`config.mk`:
```
export PLATFORM = sky130hd
export DESIGN_NAME = me_min_sad_select
export DESIGN_NICKNAME = d
export VERILOG_FILES = /design/src/rtl/me_min_sad_select.sv
export SDC_FILE = /design/constraint.sdc
export NUM_CORES = 1
export LEC_CHECK = 0
export CAP_MARGIN = 20
export CORE_MARGIN = 1
export CORE_UTILIZATION = 57
export DETAILED_ROUTE_END_ITERATION = 10
export PLACE_DENSITY = 0.88
export SLEW_MARGIN = 20
export SYNTH_ARGS = -nofsm -noshare
export SYNTH_HDL_FRONTEND = slang
export SYNTH_SLANG_ARGS = --single-unit
```
`constraint.sdc`:
```
create_clock -name clk -period 5 [get_ports clk]
set_input_delay 0.5 -clock clk [delete_from_list [all_inputs] [get_ports clk]]
set_output_delay 0.5 -clock clk [all_outputs]
set_load 0.02 [all_outputs]
```
`src/rtl/me_min_sad_select.sv`:
```
// Minimum-SAD selector for the motion-estimation path: walks a RANGE x RANGE
// search window in raster order, keeps the lowest SAD and its motion vector.
module me_min_sad_select #(
   parameter int RANGE = 8,
   parameter int SAD_W = 8,
   parameter int MV_W  = $clog2(RANGE)
) (
   input  logic             clk,
   input  logic             rst,
   input  logic             start,
   input  logic             sad_valid,
   input  logic [SAD_W-1:0] sad,
   output logic             roll,
   output logic             busy,
   output logic             done,
   output logic [SAD_W-1:0] best_sad,
   output logic [MV_W-1:0]  best_x,
   output logic [MV_W-1:0]  best_y
);

   typedef enum logic [1:0] {
      IDLE   = 2'd0,
      SEARCH = 2'd1,
      DONE   = 2'd2
   } state_t;

   localparam logic [MV_W-1:0] LAST_POS = MV_W'(RANGE - 1);

   state_t          state;
   logic [MV_W-1:0] cur_x;
   logic [MV_W-1:0] cur_y;
   logic            first;
   logic            take;

   // The first candidate of every search loads unconditionally; after that a
   // strict less-than keeps the earliest candidate on ties.
   assign take = first || (sad < best_sad);

   // NOTE: every register here is state, so all assignments are non-blocking;
   // mixing in blocking writes would make the update order simulation-dependent.
   always_ff @(posedge clk or posedge rst) begin
      if (rst) begin
         state    <= IDLE;
         roll     <= 1'b0;
         busy     <= 1'b0;
         done     <= 1'b0;
         best_sad <= '0;
         best_x   <= '0;
         best_y   <= '0;
         cur_x    <= '0;
         cur_y    <= '0;
         first    <= 1'b0;
      end else begin
         done <= 1'b0;
         case (state)
            IDLE: begin
               if (start) begin
                  state <= SEARCH;
                  busy  <= 1'b1;
                  roll  <= 1'b1;
                  cur_x <= '0;
                  cur_y <= '0;
                  first <= 1'b1;
               end
            end

            SEARCH: begin
               if (sad_valid) begin
                  if (take) begin
                     best_sad <= sad;
                     best_x   <= cur_x;
                     best_y   <= cur_y;
                  end
                  first <= 1'b0;
                  if (cur_x == LAST_POS) begin
                     cur_x <= '0;
                     if (cur_y == LAST_POS) begin
                        // Last candidate of the window: result is final now.
                        cur_y <= '0;
                        state <= DONE;
                        done  <= 1'b1;
                        busy  <= 1'b0;
                        roll  <= 1'b0;
                     end else begin
                        cur_y <= cur_y + 1'b1;
                     end
                  end else begin
                     cur_x <= cur_x + 1'b1;
                  end
               end
            end

            DONE: begin
               state <= IDLE;
            end

            default: begin
               state <= IDLE;
               busy  <= 1'b0;
               roll  <= 1'b0;
            end
         endcase
      end
   end

endmodule

```
==> flow_summary.json, run 1 <==
{
  "final_core_util_pct": 71.7,
  "post_cts.repair.setup_buffers": 0,
  "power.ir.vdd_worst_mv": 0.296,
  "routed_wire_length_per_instance_um": 18.2,
  "worst_path_max_delay_cell": "sky130_fd_sc_hd__a21oi_1",
  "worstSkewPairLatency_ps": 330,
  "h-tree-depth": 1,
  "drt_first_pass_iters": 8,
  "count_of_buffers_from_port_buffering": 28,
  "die_area_um2": 3310,
  "detailedPlacementHpwl_um": 2950,
  "synth-seq-area-share_pct": 35.6,
  "timing.critical_path.cells": "clkdlybuf4s50_1 -> ha_1 -> a21o_1 -> a21oi_1 -> o2111ai_1 -> nand3_1",
  "grt_pass1_wl_um": 7390,
  "cts_buffer_depth": 2,
  "number_of_enable_flip_flop_cells_after_synthesis": 0,
  "synth_cell_types": 35,
  "area.growth.synth_to_final_pct": 15.5,
  "clk_pin_slew_worst_paths_ps": 150,
  "synth_ff_type": "sky130_fd_sc_hd__dfrtp_1",
  "r2r.worst_path.cells": 6,
  "antenna_cell_count": 0,
  "dp_cells": 240,
  "post_route_cells_drive_above_1_share_pct": 5.16,
  "timing.clock.skew_ps": 4.24,
  "run_status": "complete, but fails checks",
  "design.portCount": 29,
  "max_clock_freq_mhz": 390,
  "power_density_nw_per_um2": 585,
  "final_period_minus_worst_setup_slack_ps": 2560,
  "combined_global_route_utilization_of_all_metal_layers_pct": 28.9,
  "detail_route.vias_per_cell": 7.01,
  "final-instance-count-excl-fill": 244,
  "required_time_reported_for_the_critical_path_endpoint_ps": 5270,
  "setup_repair_after_global_routing_missed_its_margin": "no",
  "path_class": "in -> reg",
  "postSynthRegisterBits": 25,
  "final_critical_path_setup_slack_ps": 2440,
  "die_y_um": 57.5,
  "worst-slew-pin-transition_ps": 1130,
  "path_max_fanout": 14,
  "cap_violations": 0,
  "cts.root.buffer_cell": "sky130_fd_sc_hd__clkbuf_4",
  "cts.sinks": 25,
  "ys_async_rst_share_pct": 100,
  "hold_fails_final_rpt": 0,
  "critPathLaunchType": "input port",
  "vias_in_the_first_global_route": 1653,
  "cts_resized": 0,
  "critical_path.top_delay_family": "compound AO/OA/AOI/OAI gates",
  "detailedPlace.worstSlack_ps": 2170,
  "initial_antenna_violation_count": 0,
  "final.hold.worst_slack_ps": 552,
  "p_leak_uw": 0.000910,
  "globalplace.congestion": 0.805,
  "path_depth": 6,
  "hold_buffers": 0,
  "final_antenna_net_count": 0,
  "dieWidth_um": 57.5,
  "endpoint_kind": "flop",
  "initial_utilization_pct": 62.1,
  "setup_tns_ps": 0,
  "maximum_number_of_pins_on_one_net_before_global_route_repair": 28,
  "postSynthNetCount": 218,
  "relSlewSlack_pct": 24.5,
  "core-area_um2": 2830,
  "postSynthCellCount": 195,
  "violations_in_the_final_reports": "design-rule violations",
  "post_synth.cell_area_avg_um2": 9.01,
  "period_share_pct": 51.2,
  "cts_inserted_buffers": 3,
  "finalWirelength_um": 4440,
  "fin_nets": 237,
  "grt_overflow": 0,
  "setup_viol": 0,
  "fillers": 229,
  "placementRows": 19,
  "timing_max_transition_violations_final": 0,
  "slowest_delay_ps": 880,
  "routed-via-count": 1710,
  "drc": 1,
  "drt-initial-drc-count": 140,
  "tritoncts": "done",
  "hp-class": "in -> async",
  "synthesis.area_um2": 1760,
  "critical_path_buf_inv_count": 1,
  "timing.critical_path.arrival_ps": 2830,
  "ys.warnings.count": 0
}
-- metal layers --
| metal | wire (um) | track usage [%] | share of wire (%) | up-vias |
|---|---|---|---|---|
| li1 | - | - | - | 788 |
| met1 | 1850 | 36.5 | 42 | 817 |
| met2 | 2220 | 49.8 | 50 | 91 |
| met3 | 279 | 3.63 | 6.3 | 14 |
| met4 | 89 | 11.5 | 2.0 | 0 |
| met5 | 0 | 0 | 0 | - |
-- layout by cell type, fill, tap and decap left out, types with 2 or more instances in the layout --
master	instances
sky130_fd_sc_hd__a21oi_1	4
sky130_fd_sc_hd__inv_1	14
sky130_fd_sc_hd__o21ai_0	9
sky130_fd_sc_hd__nand2_1	3
sky130_fd_sc_hd__ha_1	11
sky130_fd_sc_hd__a22o_1	2
sky130_fd_sc_hd__a221oi_1	11
sky130_fd_sc_hd__a21o_1	4
sky130_fd_sc_hd__nand2b_1	3
sky130_fd_sc_hd__and3_1	12
sky130_fd_sc_hd__clkdlybuf4s50_1	28
sky130_fd_sc_hd__nand3_1	30
sky130_fd_sc_hd__nor2b_1	7
sky130_fd_sc_hd__clkbuf_4	3
sky130_fd_sc_hd__nor2_1	8
sky130_fd_sc_hd__a221oi_2	3
sky130_fd_sc_hd__nor3_1	5
sky130_fd_sc_hd__o2111ai_1	14
sky130_fd_sc_hd__dfrtp_1	25
-- Yosys cell counts, types with 2 or more instances --
| master | instances | area share (%) |
|---|---|---|
| sky130_fd_sc_hd__nand3_1 | 30 | 8.5 |
| sky130_fd_sc_hd__dfrtp_1 | 25 | 36 |
| sky130_fd_sc_hd__inv_1 | 15 | 3.2 |
| sky130_fd_sc_hd__o2111ai_1 | 15 | 7.5 |
| sky130_fd_sc_hd__and3_1 | 12 | 4.3 |
| sky130_fd_sc_hd__a221oi_1 | 11 | 5.5 |
| sky130_fd_sc_hd__ha_1 | 11 | 7.8 |
| sky130_fd_sc_hd__o21ai_0 | 9 | 2.6 |
| sky130_fd_sc_hd__nor2_1 | 8 | 1.7 |
| sky130_fd_sc_hd__buf_2 | 7 | 2.0 |
| sky130_fd_sc_hd__nor2b_1 | 7 | 2.5 |
| sky130_fd_sc_hd__nor3_1 | 5 | 1.4 |
| sky130_fd_sc_hd__a21o_1 | 4 | 1.7 |
| sky130_fd_sc_hd__a21oi_1 | 4 | 1.1 |
| sky130_fd_sc_hd__a221oi_2 | 3 | 2.6 |
| sky130_fd_sc_hd__clkbuf_1 | 3 | 0.64 |
| sky130_fd_sc_hd__nand2_1 | 3 | 0.64 |
| sky130_fd_sc_hd__nand2b_1 | 3 | 1.1 |
| sky130_fd_sc_hd__a22o_1 | 2 | 1.0 |
| sky130_fd_sc_hd__buf_4 | 2 | 0.85 |
| sky130_fd_sc_hd__buf_6 | 2 | 1.3 |
-- state kept, by name, summed over array words and instances (netlist names) --
signal    flops
best_sad      8
best_x        3
best_y        3
busy          1
cur_x         3
cur_y         3
done          1
first         1
state         2
-- power by group --
part           switching [uW]  internal [uW]
logic                     413            309
registers                82.1            288
clock network            65.0           30.0
-- stage by stage --
| step | total power, uW | instance area (um2) |
|---|---|---|
| floorplan | 838 | 1760 |
| global placement | 1040 | 2000 |
| detailed placement | 1080 | 2000 |
| CTS | 1170 | 2020 |
| global route | 1270 | 2030 |
| finish | 1190 | 2030 |
-- kinds of logic (layout without fill, tap and decap cells) --
logic type / Yosys count / after routing / synth area share [%]
AOI/OAI and AO/OA: 53 / 53 / 24.3
muxes: 1 / 1 / 0.641
and+or+nand+nor: 75 / 75 / 23.4
adders and majority gates: 11 / 11 / 7.83
DFF: 25 / 25 / 35.6
buffers and inverters: 30 / 48 / 8.19
-- worst paths after layout --
check / slack [ps] / from / endpoint
setup / recovery: 2440 / sad[5] / best_y[1]
hold / removal: 550 / rst / done
setup reg to reg: 2620 / best_sad[7] / best_y[1]
hold reg to reg: 560 / best_sad[1] / best_sad[1]
max in group asynchronous: 4010 / rst / best_sad[0]
min in group clk: 560 / best_sad[1] / best_sad[1]
-- final cells by class --
cell class | instances | area, um2 | area share, %
multi-input combinational | 140 | 993 | 49.0
sequential | 25 | 626 | 30.8
timing repair buffer | 29 | 288 | 14.2
inverter | 15 | 56.3 | 2.77
tap | 31 | 38.8 | 1.91
clock buffer | 3 | 22.5 | 1.11
clock inverter | 1 | 5.00 | 0.247
(Power assumes the default switching activity.)
==> inputs of run 2 (changes only) <==
--- a/config.mk
+++ b/config.mk
@@ -7,9 +7,9 @@
 export LEC_CHECK = 0
 export CAP_MARGIN = 20
 export CORE_MARGIN = 1
-export CORE_UTILIZATION = 57
+export CORE_UTILIZATION = 53
 export DETAILED_ROUTE_END_ITERATION = 10
-export PLACE_DENSITY = 0.88
+export PLACE_DENSITY = 0.82
 export SLEW_MARGIN = 20
 export SYNTH_ARGS = -nofsm -noshare
 export SYNTH_HDL_FRONTEND = slang
==> constraint.sdc (replaced) <==
create_clock -name clk -period 2.5 [get_ports clk]
set_input_delay 0.25 -clock clk [delete_from_list [all_inputs] [get_ports clk]]
set_output_delay 0.25 -clock clk [all_outputs]
set_load 0.02 [all_outputs]
==> flow_summary.json, run 2 (synthesis gave the netlist of run 1 again) <==
{
  "power_density_nw_per_um2": 1150,
  "hold_buffers": 0,
  "cts.sinks": 25,
  "critical_path.top_delay_family": "compound AO/OA/AOI/OAI gates",
  "initial_utilization_pct": 56.6,
  "path_class": "reg -> reg",
  "timing_max_transition_violations_final": 0,
  "critPathMostFrequentCell": "sky130_fd_sc_hd__a21o_1",
  "slowest_delay_ps": 390,
  "critical_path_buf_inv_count": 1,
  "post_cts.repair.setup_buffers": 0,
  "clk_pin_slew_worst_paths_ps": 140,
  "cts_resized": 0,
  "largest_register_ffs": 8,
  "globalplace.congestion": 0.836,
  "endpoint_kind": "flop",
  "cts_buffer_depth": 2,
  "core-area_um2": 3100,
  "critPathLaunchType": "flop",
  "detail_route.vias_per_cell": 6.47,
  "worst-slew-pin-transition_ps": 775,
  "initial_antenna_violation_count": 0,
  "setup_viol": 0,
  "p_leak_uw": 0.000943,
  "cap_violations": 0,
  "tritoncts": "done",
  "hold_fails_final_rpt": 0,
  "timing.critical_path.cells": "inv_1 -> ha_1 -> a21o_1 -> a21o_1 -> a221oi_1 -> nand3_1",
  "dp_cells": 260,
  "drc": 0,
  "max_clock_freq_mhz": 523,
  "fillers": 288,
  "detailedPlacementHpwl_um": 3140,
  "worst_path_max_delay_cell": "sky130_fd_sc_hd__dfrtp_1",
  "layout_commonest_cell": "sky130_fd_sc_hd__nand3_1",
  "design.portCount": 29,
  "grt_pass1_wl_um": 7410,
  "setup_tns_ps": 0,
  "dieWidth_um": 59.6,
  "routed_wire_length_per_instance_um": 16.9,
  "timing.clock.skew_ps": 12.2,
  "count_of_buffers_from_port_buffering": 28,
  "period_share_pct": 76.5,
  "setup_repair_after_global_routing_missed_its_margin": "no",
  "post_route_cells_drive_above_1_share_pct": 7.27,
  "relSlewSlack_pct": 48.4,
  "grt_overflow": 0,
  "routed-via-count": 1707,
  "final_antenna_net_count": 0,
  "required_time_reported_for_the_critical_path_endpoint_ps": 2730,
  "final-instance-count-excl-fill": 264,
  "maximum_number_of_pins_on_one_net_before_global_route_repair": 28,
  "drt-initial-drc-count": 122,
  "placementRows": 20,
  "area.growth.synth_to_final_pct": 19.0,
  "timing.critical_path.arrival_ps": 2140,
  "layout_common_cells": "sky130_fd_sc_hd__nand3_1 (30), sky130_fd_sc_hd__clkdlybuf4s50_1 (28), sky130_fd_sc_hd__dfrtp_1 (25)",
  "path_max_fanout": 14,
  "detailedPlace.worstSlack_ps": 265,
  "die_area_um2": 3550,
  "drt_first_pass_iters": 5,
  "cts.root.buffer_cell": "sky130_fd_sc_hd__clkbuf_4",
  "final_critical_path_setup_slack_ps": 587,
  "combined_global_route_utilization_of_all_metal_layers_pct": 27.5,
  "fin_nets": 244,
  "post-layout-total-power_uw": 2410,
  "antenna_cell_count": 0,
  "h-tree-depth": 1,
  "run_status": "finished clean",
  "final_period_minus_worst_setup_slack_ps": 1910,
  "power.ir.vdd_worst_mv": 0.571,
  "finalWirelength_um": 4460,
  "die_y_um": 59.6,
  "vias_in_the_first_global_route": 1631,
  "hp-class": "in -> async",
  "cts_inserted_buffers": 3,
  "largest_reg_by_ff_count": "best_sad",
  "worstSkewPairLatency_ps": 330
}
[run 2: where the power goes]
| part | switching (uW) | internal [uW] |
|---|---|---|
| clock network | 126 | 62.6 |
| registers | 168 | 576 |
| logic | 821 | 651 |
[run 2: worst paths after layout]
check,from,end,slack [ps],cells past startpoint
setup reg to reg,best_sad[5],best_y[0],590,6
hold / removal,rst,best_y[1],240,3
hold reg to reg,busy,busy,570,2
setup / recovery,best_sad[5],best_y[0],590,6
max in group asynchronous,rst,done,1990,3
min in group clk,sad[0],best_sad[0],570,3
[run 2: worst reg2reg max path, delay by kind of cell, from the launching register on]
family | cells | cell delay [ps]
AOI/OAI and AO/OA | 3 | 950
adders and majority gates | 1 | 300
buffers and inverters | 1 | 60
DFF | 1 | 390
and+or+nand+nor | 1 | 110
[run 2: area by class of cell]
cell class	count	area (um2)	area share [%]
inverters	15	56.3	2.69
clock buffers	4	26.3	1.26
flip-flops and latches	25	626	29.9
multi-input cells	140	987	47.2
well taps	44	55.1	2.63
repair buffers	36	340	16.3
[run 2: metal layers]
metal	wire length, um	up-vias	GRT usage (%)
li1	-	794	-
met1	1940	821	36.6
met2	2180	80	46.7
met3	250	12	2.18
met4	86	0	10.3
met5	0	-	0
[run 2: per-stage QoR]
step                      cell area (um2)  hold slack [ps]  utilization, %
after global placement               2060              527            66.5
final                                2090              242            67.4
after CTS                            2090              254            67.4
after detailed placement             2060              530            66.5
after global routing                 2090              305            67.4
after floorplan                      1760              277               -
